`src/rtl/cmd_arbiter_if.sv`:
```
// Bundle for the shared CMD channel: requester-side request/response signals
// plus the command/completion signals exchanged with the CMD block.
// The master modport is the arbiter's view; slave is the surrounding environment.
interface cmd_arbiter_if #(
    parameter int NUM_REQ = 3
);
    logic [NUM_REQ-1:0]      req;
    logic [6*NUM_REQ-1:0]    req_index;
    logic [32*NUM_REQ-1:0]   req_argument;
    logic [NUM_REQ-1:0]      grant;
    logic [NUM_REQ-1:0]      rsp_done;
    logic                    rsp_error;
    logic                    rsp_timeout;
    logic [127:0]            rsp_response;
    logic                    busy;
    logic                    new_command;
    logic [5:0]              cmd_index;
    logic [31:0]             cmd_argument;
    logic                    cmd_complete;
    logic                    cmd_index_error;
    logic [127:0]            response;

    modport master (
        input  req, req_index, req_argument,
        input  cmd_complete, cmd_index_error, response,
        output grant, rsp_done, rsp_error, rsp_timeout, rsp_response, busy,
        output new_command, cmd_index, cmd_argument
    );

    modport slave (
        output req, req_index, req_argument,
        output cmd_complete, cmd_index_error, response,
        input  grant, rsp_done, rsp_error, rsp_timeout, rsp_response, busy,
        input  new_command, cmd_index, cmd_argument
    );
endinterface

```
`src/rtl/cmd_arbiter.sv`:
```
// Round-robin arbiter sharing one CMD command channel between NUM_REQ requesters.
// A granted command holds new_command until cmd_complete or a timeout, returns the
// captured response to its owner, then keeps the channel quiet for GAP_CYCLES cycles.
module cmd_arbiter #(
    parameter int NUM_REQ        = 3,
    parameter int TIMEOUT_CYCLES = 1024,
    parameter int GAP_CYCLES     = 8
) (
    input  logic          clk_host,
    input  logic          reset_host,
    cmd_arbiter_if.master bus
);
    localparam int                PTR_W     = (NUM_REQ > 1) ? $clog2(NUM_REQ) : 1;
    localparam logic [PTR_W:0]    NUM_REQ_W = (PTR_W + 1)'(NUM_REQ);
    localparam logic [15:0]       TMO_LAST  = 16'(TIMEOUT_CYCLES - 1);
    localparam logic [7:0]        GAP_LAST  = 8'(GAP_CYCLES - 1);

    typedef enum logic [1:0] {
        IDLE = 2'd0,
        BUSY = 2'd1,
        GAP  = 2'd2
    } state_t;

    state_t               state, state_d;
    logic [PTR_W-1:0]     rr_ptr, rr_ptr_d;
    logic [15:0]          tmo_cnt, tmo_cnt_d;
    logic [7:0]           gap_cnt, gap_cnt_d;
    logic [NUM_REQ-1:0]   grant_q, grant_d;
    logic [NUM_REQ-1:0]   done_q, done_d;
    logic                 err_q, err_d;
    logic                 tmo_q, tmo_d;
    logic [127:0]         resp_q, resp_d;
    logic                 busy_q, busy_d;
    logic                 newcmd_q, newcmd_d;
    logic [5:0]           index_q, index_d;
    logic [31:0]          arg_q, arg_d;

    logic                 req_found;
    logic [PTR_W-1:0]     req_sel;
    logic [PTR_W:0]       scan_sum;
    logic [PTR_W:0]       sel_next;
    logic [NUM_REQ-1:0]   sel_onehot;
    logic [5:0]           sel_index;
    logic [31:0]          sel_argument;

    // Find the first pending request scanning circularly upward from rr_ptr.
    always_comb begin
        req_found = 1'b0;
        req_sel   = '0;
        scan_sum  = '0;
        for (int k = 0; k < NUM_REQ; k++) begin
            scan_sum = {1'b0, rr_ptr} + (PTR_W + 1)'(k);
            if (scan_sum >= NUM_REQ_W) begin
                scan_sum = scan_sum - NUM_REQ_W;
            end
            if (!req_found && bus.req[scan_sum[PTR_W-1:0]]) begin
                req_found = 1'b1;
                req_sel   = scan_sum[PTR_W-1:0];
            end
        end
    end

    // Decode the selected requester into its one-hot grant, index, argument and successor pointer.
    always_comb begin
        sel_onehot   = '0;
        sel_index    = '0;
        sel_argument = '0;
        for (int k = 0; k < NUM_REQ; k++) begin
            if (req_sel == PTR_W'(k)) begin
                sel_onehot[k] = 1'b1;
                sel_index     = bus.req_index[k*6 +: 6];
                sel_argument  = bus.req_argument[k*32 +: 32];
            end
        end
        sel_next = {1'b0, req_sel} + (PTR_W + 1)'(1);
        if (sel_next == NUM_REQ_W) begin
            sel_next = '0;
        end
    end

    // Next-state and next-output logic; completion beats timeout when both happen together.
    always_comb begin
        state_d   = state;
        rr_ptr_d  = rr_ptr;
        tmo_cnt_d = tmo_cnt;
        gap_cnt_d = gap_cnt;
        grant_d   = grant_q;
        done_d    = '0;
        err_d     = err_q;
        tmo_d     = tmo_q;
        resp_d    = resp_q;
        newcmd_d  = newcmd_q;
        index_d   = index_q;
        arg_d     = arg_q;
        case (state)
            IDLE: begin
                if (req_found) begin
                    grant_d   = sel_onehot;
                    index_d   = sel_index;
                    arg_d     = sel_argument;
                    newcmd_d  = 1'b1;
                    rr_ptr_d  = sel_next[PTR_W-1:0];
                    tmo_cnt_d = '0;
                    state_d   = BUSY;
                end
            end
            BUSY: begin
                tmo_cnt_d = tmo_cnt + 16'd1;
                if (bus.cmd_complete) begin
                    resp_d    = bus.response;
                    err_d     = bus.cmd_index_error;
                    tmo_d     = 1'b0;
                    done_d    = grant_q;
                    newcmd_d  = 1'b0;
                    gap_cnt_d = '0;
                    state_d   = GAP;
                end else if (tmo_cnt == TMO_LAST) begin
                    resp_d    = '0;
                    err_d     = 1'b0;
                    tmo_d     = 1'b1;
                    done_d    = grant_q;
                    newcmd_d  = 1'b0;
                    gap_cnt_d = '0;
                    state_d   = GAP;
                end
            end
            GAP: begin
                gap_cnt_d = gap_cnt + 8'd1;
                if (gap_cnt == GAP_LAST) begin
                    grant_d = '0;
                    state_d = IDLE;
                end
            end
            default: begin
                state_d = IDLE;
            end
        endcase
        busy_d = (state_d != IDLE);
    end

    // State, counters and every output are registered and cleared asynchronously by reset.
    always_ff @(posedge clk_host or negedge reset_host) begin
        if (!reset_host) begin
            state    <= IDLE;
            rr_ptr   <= '0;
            tmo_cnt  <= '0;
            gap_cnt  <= '0;
            grant_q  <= '0;
            done_q   <= '0;
            err_q    <= 1'b0;
            tmo_q    <= 1'b0;
            resp_q   <= '0;
            busy_q   <= 1'b0;
            newcmd_q <= 1'b0;
            index_q  <= '0;
            arg_q    <= '0;
        end else begin
            state    <= state_d;
            rr_ptr   <= rr_ptr_d;
            tmo_cnt  <= tmo_cnt_d;
            gap_cnt  <= gap_cnt_d;
            grant_q  <= grant_d;
            done_q   <= done_d;
            err_q    <= err_d;
            tmo_q    <= tmo_d;
            resp_q   <= resp_d;
            busy_q   <= busy_d;
            newcmd_q <= newcmd_d;
            index_q  <= index_d;
            arg_q    <= arg_d;
        end
    end

    assign bus.grant        = grant_q;
    assign bus.rsp_done     = done_q;
    assign bus.rsp_error    = err_q;
    assign bus.rsp_timeout  = tmo_q;
    assign bus.rsp_response = resp_q;
    assign bus.busy         = busy_q;
    assign bus.new_command  = newcmd_q;
    assign bus.cmd_index    = index_q;
    assign bus.cmd_argument = arg_q;
endmodule

```
`src/flat_wrapper.sv`:
```
// flat-port wrapper written by rule: the top's interface ports become plain ports
module cmd_arbiter_flat 
#(
    parameter int NUM_REQ        = 3,
    parameter int TIMEOUT_CYCLES = 1024,
    parameter int GAP_CYCLES     = 8
)
  (clk_host, reset_host, bus_req, bus_req_index, bus_req_argument, bus_cmd_complete, bus_cmd_index_error, bus_response, bus_grant, bus_rsp_done, bus_rsp_error, bus_rsp_timeout, bus_rsp_response, bus_busy, bus_new_command, bus_cmd_index, bus_cmd_argument);
  cmd_arbiter_if #(.NUM_REQ(NUM_REQ)) bus_i ();
  input  logic clk_host;
  input  logic reset_host;
  input wire logic [$bits(bus_i.req)-1:0] bus_req;
  input wire logic [$bits(bus_i.req_index)-1:0] bus_req_index;
  input wire logic [$bits(bus_i.req_argument)-1:0] bus_req_argument;
  input wire logic [$bits(bus_i.cmd_complete)-1:0] bus_cmd_complete;
  input wire logic [$bits(bus_i.cmd_index_error)-1:0] bus_cmd_index_error;
  input wire logic [$bits(bus_i.response)-1:0] bus_response;
  output wire logic [$bits(bus_i.grant)-1:0] bus_grant;
  output wire logic [$bits(bus_i.rsp_done)-1:0] bus_rsp_done;
  output wire logic [$bits(bus_i.rsp_error)-1:0] bus_rsp_error;
  output wire logic [$bits(bus_i.rsp_timeout)-1:0] bus_rsp_timeout;
  output wire logic [$bits(bus_i.rsp_response)-1:0] bus_rsp_response;
  output wire logic [$bits(bus_i.busy)-1:0] bus_busy;
  output wire logic [$bits(bus_i.new_command)-1:0] bus_new_command;
  output wire logic [$bits(bus_i.cmd_index)-1:0] bus_cmd_index;
  output wire logic [$bits(bus_i.cmd_argument)-1:0] bus_cmd_argument;
  assign bus_i.req = bus_req;
  assign bus_i.req_index = bus_req_index;
  assign bus_i.req_argument = bus_req_argument;
  assign bus_i.cmd_complete = bus_cmd_complete;
  assign bus_i.cmd_index_error = bus_cmd_index_error;
  assign bus_i.response = bus_response;
  assign bus_grant = bus_i.grant;
  assign bus_rsp_done = bus_i.rsp_done;
  assign bus_rsp_error = bus_i.rsp_error;
  assign bus_rsp_timeout = bus_i.rsp_timeout;
  assign bus_rsp_response = bus_i.rsp_response;
  assign bus_busy = bus_i.busy;
  assign bus_new_command = bus_i.new_command;
  assign bus_cmd_index = bus_i.cmd_index;
  assign bus_cmd_argument = bus_i.cmd_argument;
  cmd_arbiter #(.NUM_REQ(NUM_REQ), .TIMEOUT_CYCLES(TIMEOUT_CYCLES), .GAP_CYCLES(GAP_CYCLES)) u_core (.clk_host(clk_host), .reset_host(reset_host), .bus(bus_i));
endmodule
```
`config.mk`:
```
export PLATFORM = sky130hd
export DESIGN_NAME = cmd_arbiter_flat
export DESIGN_NICKNAME = d
export VERILOG_FILES = /design/src/rtl/cmd_arbiter_if.sv /design/src/rtl/cmd_arbiter.sv /design/src/flat_wrapper.sv
export SDC_FILE = /design/constraint.sdc
export NUM_CORES = 1
export LEC_CHECK = 0
export ABC_AREA = 1
export BUFFER_PORTS_ARGS = -buffer_cell sky130_fd_sc_hd__buf_4
export CAP_MARGIN = 20
export CORE_AREA = 2 2 167 169
export CTS_BUF_LIST = sky130_fd_sc_hd__clkbuf_8
export DETAILED_ROUTE_END_ITERATION = 16
export DIE_AREA = 0 0 169 171
export GPL_ROUTABILITY_DRIVEN = 1
export PLACE_DENSITY = 0.6
export SYNTH_ARGS = -nofsm -noshare
export SYNTH_HDL_FRONTEND = slang
export SYNTH_SLANG_ARGS = --single-unit
```
`constraint.sdc`:
```
create_clock -name clk_host -period 2.5 [get_ports clk_host]
set_input_delay 0.25 -clock clk_host [delete_from_list [all_inputs] [get_ports clk_host]]
set_output_delay 0.25 -clock clk_host [all_outputs]
set_load 0.03 [all_outputs]
```
==> impl_metrics.json <==
{
  "cap_violations": 0,
  "worst_pin_slew_ns": 0.545,
  "synth_largest_type_area_fraction": 0.565,
  "place_congestion": 0.868,
  "final_critical_delay_including_setup_and_external_delays_ns": 2.29,
  "areaGrowthSynthToFinish_pct": 63.7,
  "cts_root_buf": "clkbuf_8",
  "grt_antenna_before_repair": 0,
  "gr-usage-all-layers": 0.221,
  "die_w_microns": 169,
  "fin_setup_tns_ns": 0,
  "timing_endpoint_of_the_critical_path": "u_core.bus.cmd_argument[31]",
  "final-seq-area_sq_mm": 0.00510,
  "postPlaceCellArea_sq_mm": 0.0127,
  "path_delay_family": "simple AND/OR/NAND/NOR gates",
  "timing.critical_path.fanout_max": 26,
  "post-route-period-util": 0.917,
  "ff2ff_setup_slack_ns": 0.21,
  "die_area_sq_mm": 0.0289,
  "synth.largest_area_cell": "dfrtp_1",
  "finalHoldViolations": 0,
  "ant_nets_after_route": 0,
  "antenna-diode-count": 0,
  "dp.final_hpwl_mm": 23.0,
  "synthesis.nets": 1192,
  "routed_wire_length_per_instance_microns": 17.7,
  "final_design_area_no_fill_sq_mm": 0.0148,
  "synth_seq_area_share": 0.565,
  "syn_inst": 935,
  "tritoncts_clock_tree": "yes",
  "reg2reg_to": "u_core.bus.cmd_argument[31]",
  "finalClockSkew_ns": 0.0110,
  "average_cell_area_after_synthesis_sq_um": 9.67,
  "number_of_design_rule_violations_left_by_the_first_detailed_router_iteration": 491,
  "multi_input_area_sq_mm": 0.00340,
  "leakagePower_nw": 7.66,
  "outcome": "finished clean",
  "slew-limit-headroom": 0.637,
  "highest_clock_rate_ghz": 0.436,
  "die_h_microns": 171,
  "start_util": 0.331,
  "critical_path_class": "reg2reg",
  "endpoint_kind": "flip-flop",
  "post_cts_setup_buffer_count": 0,
  "slowest_delay_ns": 0.38,
  "final_common_cell": "buf_4",
  "ctsLongestPathBuffers": 3,
  "routed_wirelength_mm": 33.1,
  "worst_setup_hold_path_clk_slew_ns": 0.06,
  "htree_num_levels": 2,
  "cp_num_cells": 11,
  "worst_r2r_startpoint": "u_core.rr_ptr[0]",
  "cp_cell_sequence": "inv_1, ha_1, inv_2, nand2_1, nand3_1, nand2_1, nand4_2, nand2_4, buf_4, a21oi_1, a21oi_1",
  "grt_pass1_wl_mm": 50.5,
  "startpoint_type": "flip-flop",
  "final_setup_violation_count": 0,
  "firstDrtPassIters": 6,
  "buffer_ports.inserted": 424,
  "cts.sink_count": 204,
  "synth-warning-count": 0,
  "power.ir.vdd_worst_uv": 668,
  "grt_start_max_net_pins": 86,
  "synth.cell_area_sq_mm": 0.00904,
  "std_cell_rows": 61,
  "whs_path_depth": 3,
  "fin_nets": 1756,
  "critical_path.n_buffers_inverters": 3,
  "timing.critical_path.arrival_ns": 2.72,
  "cellPowerDensity_mw_per_mm2": 1430,
  "gr-total-overflow": 0,
  "core_sq_mm": 0.0273,
  "final_max_slew_viol_count": 0,
  "via_count_of_the_first_global_routing_pass": 9066,
  "synth-seq-cells": 204,
  "drc": 0,
  "hold_class": "in2reg",
  "mostFrequentLayoutCells": "buf_4, dfrtp_1, nand2_1",
  "worst_path_max_delay_cell": "ha_1",
  "num_vias": 9038,
  "reg2regPathDepth": 11,
  "numCtsBuffers": 37,
  "n_fill_cell": 2404,
  "crit_path_start": "u_core.rr_ptr[0]",
  "ys_types": 31,
  "cp_data_required_time_ns": 2.93,
  "rsz_0062_raised_after_global_routing": "false",
  "synth.area.top_cells": "dfrtp_1, a22o_1, nand2_1, nand3_1, a21oi_1",
  "ioPinCount": 425,
  "final_layout_size_suffix_gt1_frac": 0.339,
  "routed_via_density": 4.84,
  "clkLatencyLatePin_ns": 0.52
}
[per-layer routing]
| metal | vias to the layer above | global-route usage | wire length (microns) | part of all wire |
|---|---|---|---|---|
| met5 | - | 0 | 0 | 0 |
| met4 | 0 | 0.0680 | 860 | 0.026 |
| met3 | 50 | 0.0555 | 2450 | 0.074 |
| met2 | 394 | 0.374 | 16300 | 0.49 |
| met1 | 4249 | 0.280 | 13600 | 0.41 |
| li1 | 4345 | - | - | - |
[per-stage QoR]
| stage | setup WS (ns) | hold WS, ns | utilization | cells | total power [mW] |
|---|---|---|---|---|---|
| finish | 0.206 | 0.0315 | 0.541 | 1868 | 21.1 |
| global route | 0.00878 | 0.00844 | 0.541 | 1868 | 22.5 |
| CTS | 0.130 | 0.00166 | 0.541 | 1868 | 21.3 |
| detailed placement | 0.172 | 0.226 | 0.465 | 1670 | 17.8 |
| global placement | 0.264 | 0.229 | 0.465 | 1670 | 17.7 |
| floorplan | 0.569 | -0.0456 | - | 935 | 13.3 |
[state kept, by name (all words and copies together), names as in the netlist]
| name | flops |
|---|---|
| u_core.bus.busy | 1 |
| u_core.bus.cmd_argument | 32 |
| u_core.bus.cmd_index | 6 |
| u_core.bus.grant | 3 |
| u_core.bus.new_command | 1 |
| u_core.bus.rsp_done | 3 |
| u_core.bus.rsp_error | 1 |
| u_core.bus.rsp_response | 128 |
| u_core.bus.rsp_timeout | 1 |
| u_core.gap_cnt | 8 |
| u_core.rr_ptr | 2 |
| u_core.state | 2 |
| u_core.tmo_cnt | 16 |
[cell type report]
cell class	count	share of cell area
multi-input combinational	604	0.230
tap	346	0.0293
inverter	70	0.0181
clock buffer	47	0.0437
clock inverter	15	0.00499
sequential	204	0.345
timing repair buffer	582	0.329
[cells by family after synthesis]
kind of cell,share of synthesized area
buf+inv,0.0601
flops,0.565
compound gates,0.179
fa+ha+maj,0.0111
xor+xnor,0.00872
simple gates,0.177
[worst reg2reg max path, stage by stage (launching register included)]
cell     delay, ns
dfrtp_1       0.35
inv_1         0.06
ha_1          0.38
inv_2         0.08
nand2_1       0.10
nand3_1       0.07
nand2_1       0.17
nand4_2       0.23
nand2_4       0.14
buf_4         0.30
a21oi_1       0.13
a21oi_1       0.19
[cell usage after synthesis]
cell      count
buf_4         4
nand3_2       2
nor2_2        2
o31ai_1       5
nand4_1      17
nor3_1       10
inv_2         4
o21ai_4       1
nand3b_1      1
nand2_4       1
buf_6         3
nand4_2       1
a21oi_1      62
a22o_1      129
dfrtp_1     204
nand3_1      81
o21ai_1       8
inv_1        66
clkbuf_1     25
buf_1         2
nand2_2       4
o21ai_0      13
buf_2        23
a21oi_2       1
xor2_1        9
nand2_1     198
ha_1          8
nor2_1       44
nor4_1        1
or2_0         5
o211ai_1      1
[worst min path at each step]
stage	startpoint	to	slack, ns
after global placement	reset_host	u_core.bus.cmd_argument[23]	0.23
final	bus_req_index[12]	u_core.bus.cmd_index[0]	0.03
after floorplan	reset_host	u_core.bus.busy	-0.05
after global routing	bus_req_argument[64]	u_core.bus.cmd_argument[0]	0.008
after detailed placement	reset_host	u_core.bus.cmd_argument[23]	0.23
after CTS	bus_req_index[12]	u_core.bus.cmd_index[0]	0.002
[report_power, final]
part           leakage, nW  internal (mW)  switching (mW)
Combinational         4.72           4.64            7.64
Clock                0.407           1.69            1.43
Sequential            2.54           4.80           0.886
Total                 7.66           11.1            9.95
[repair_timing]
item,4_1_cts,5_1_grt
hold buffers,136,0
endpoints found under the hold margin,190,0
resized for setup,0,3
endpoints found under the setup margin,0,20
(Power assumes the default switching activity.)
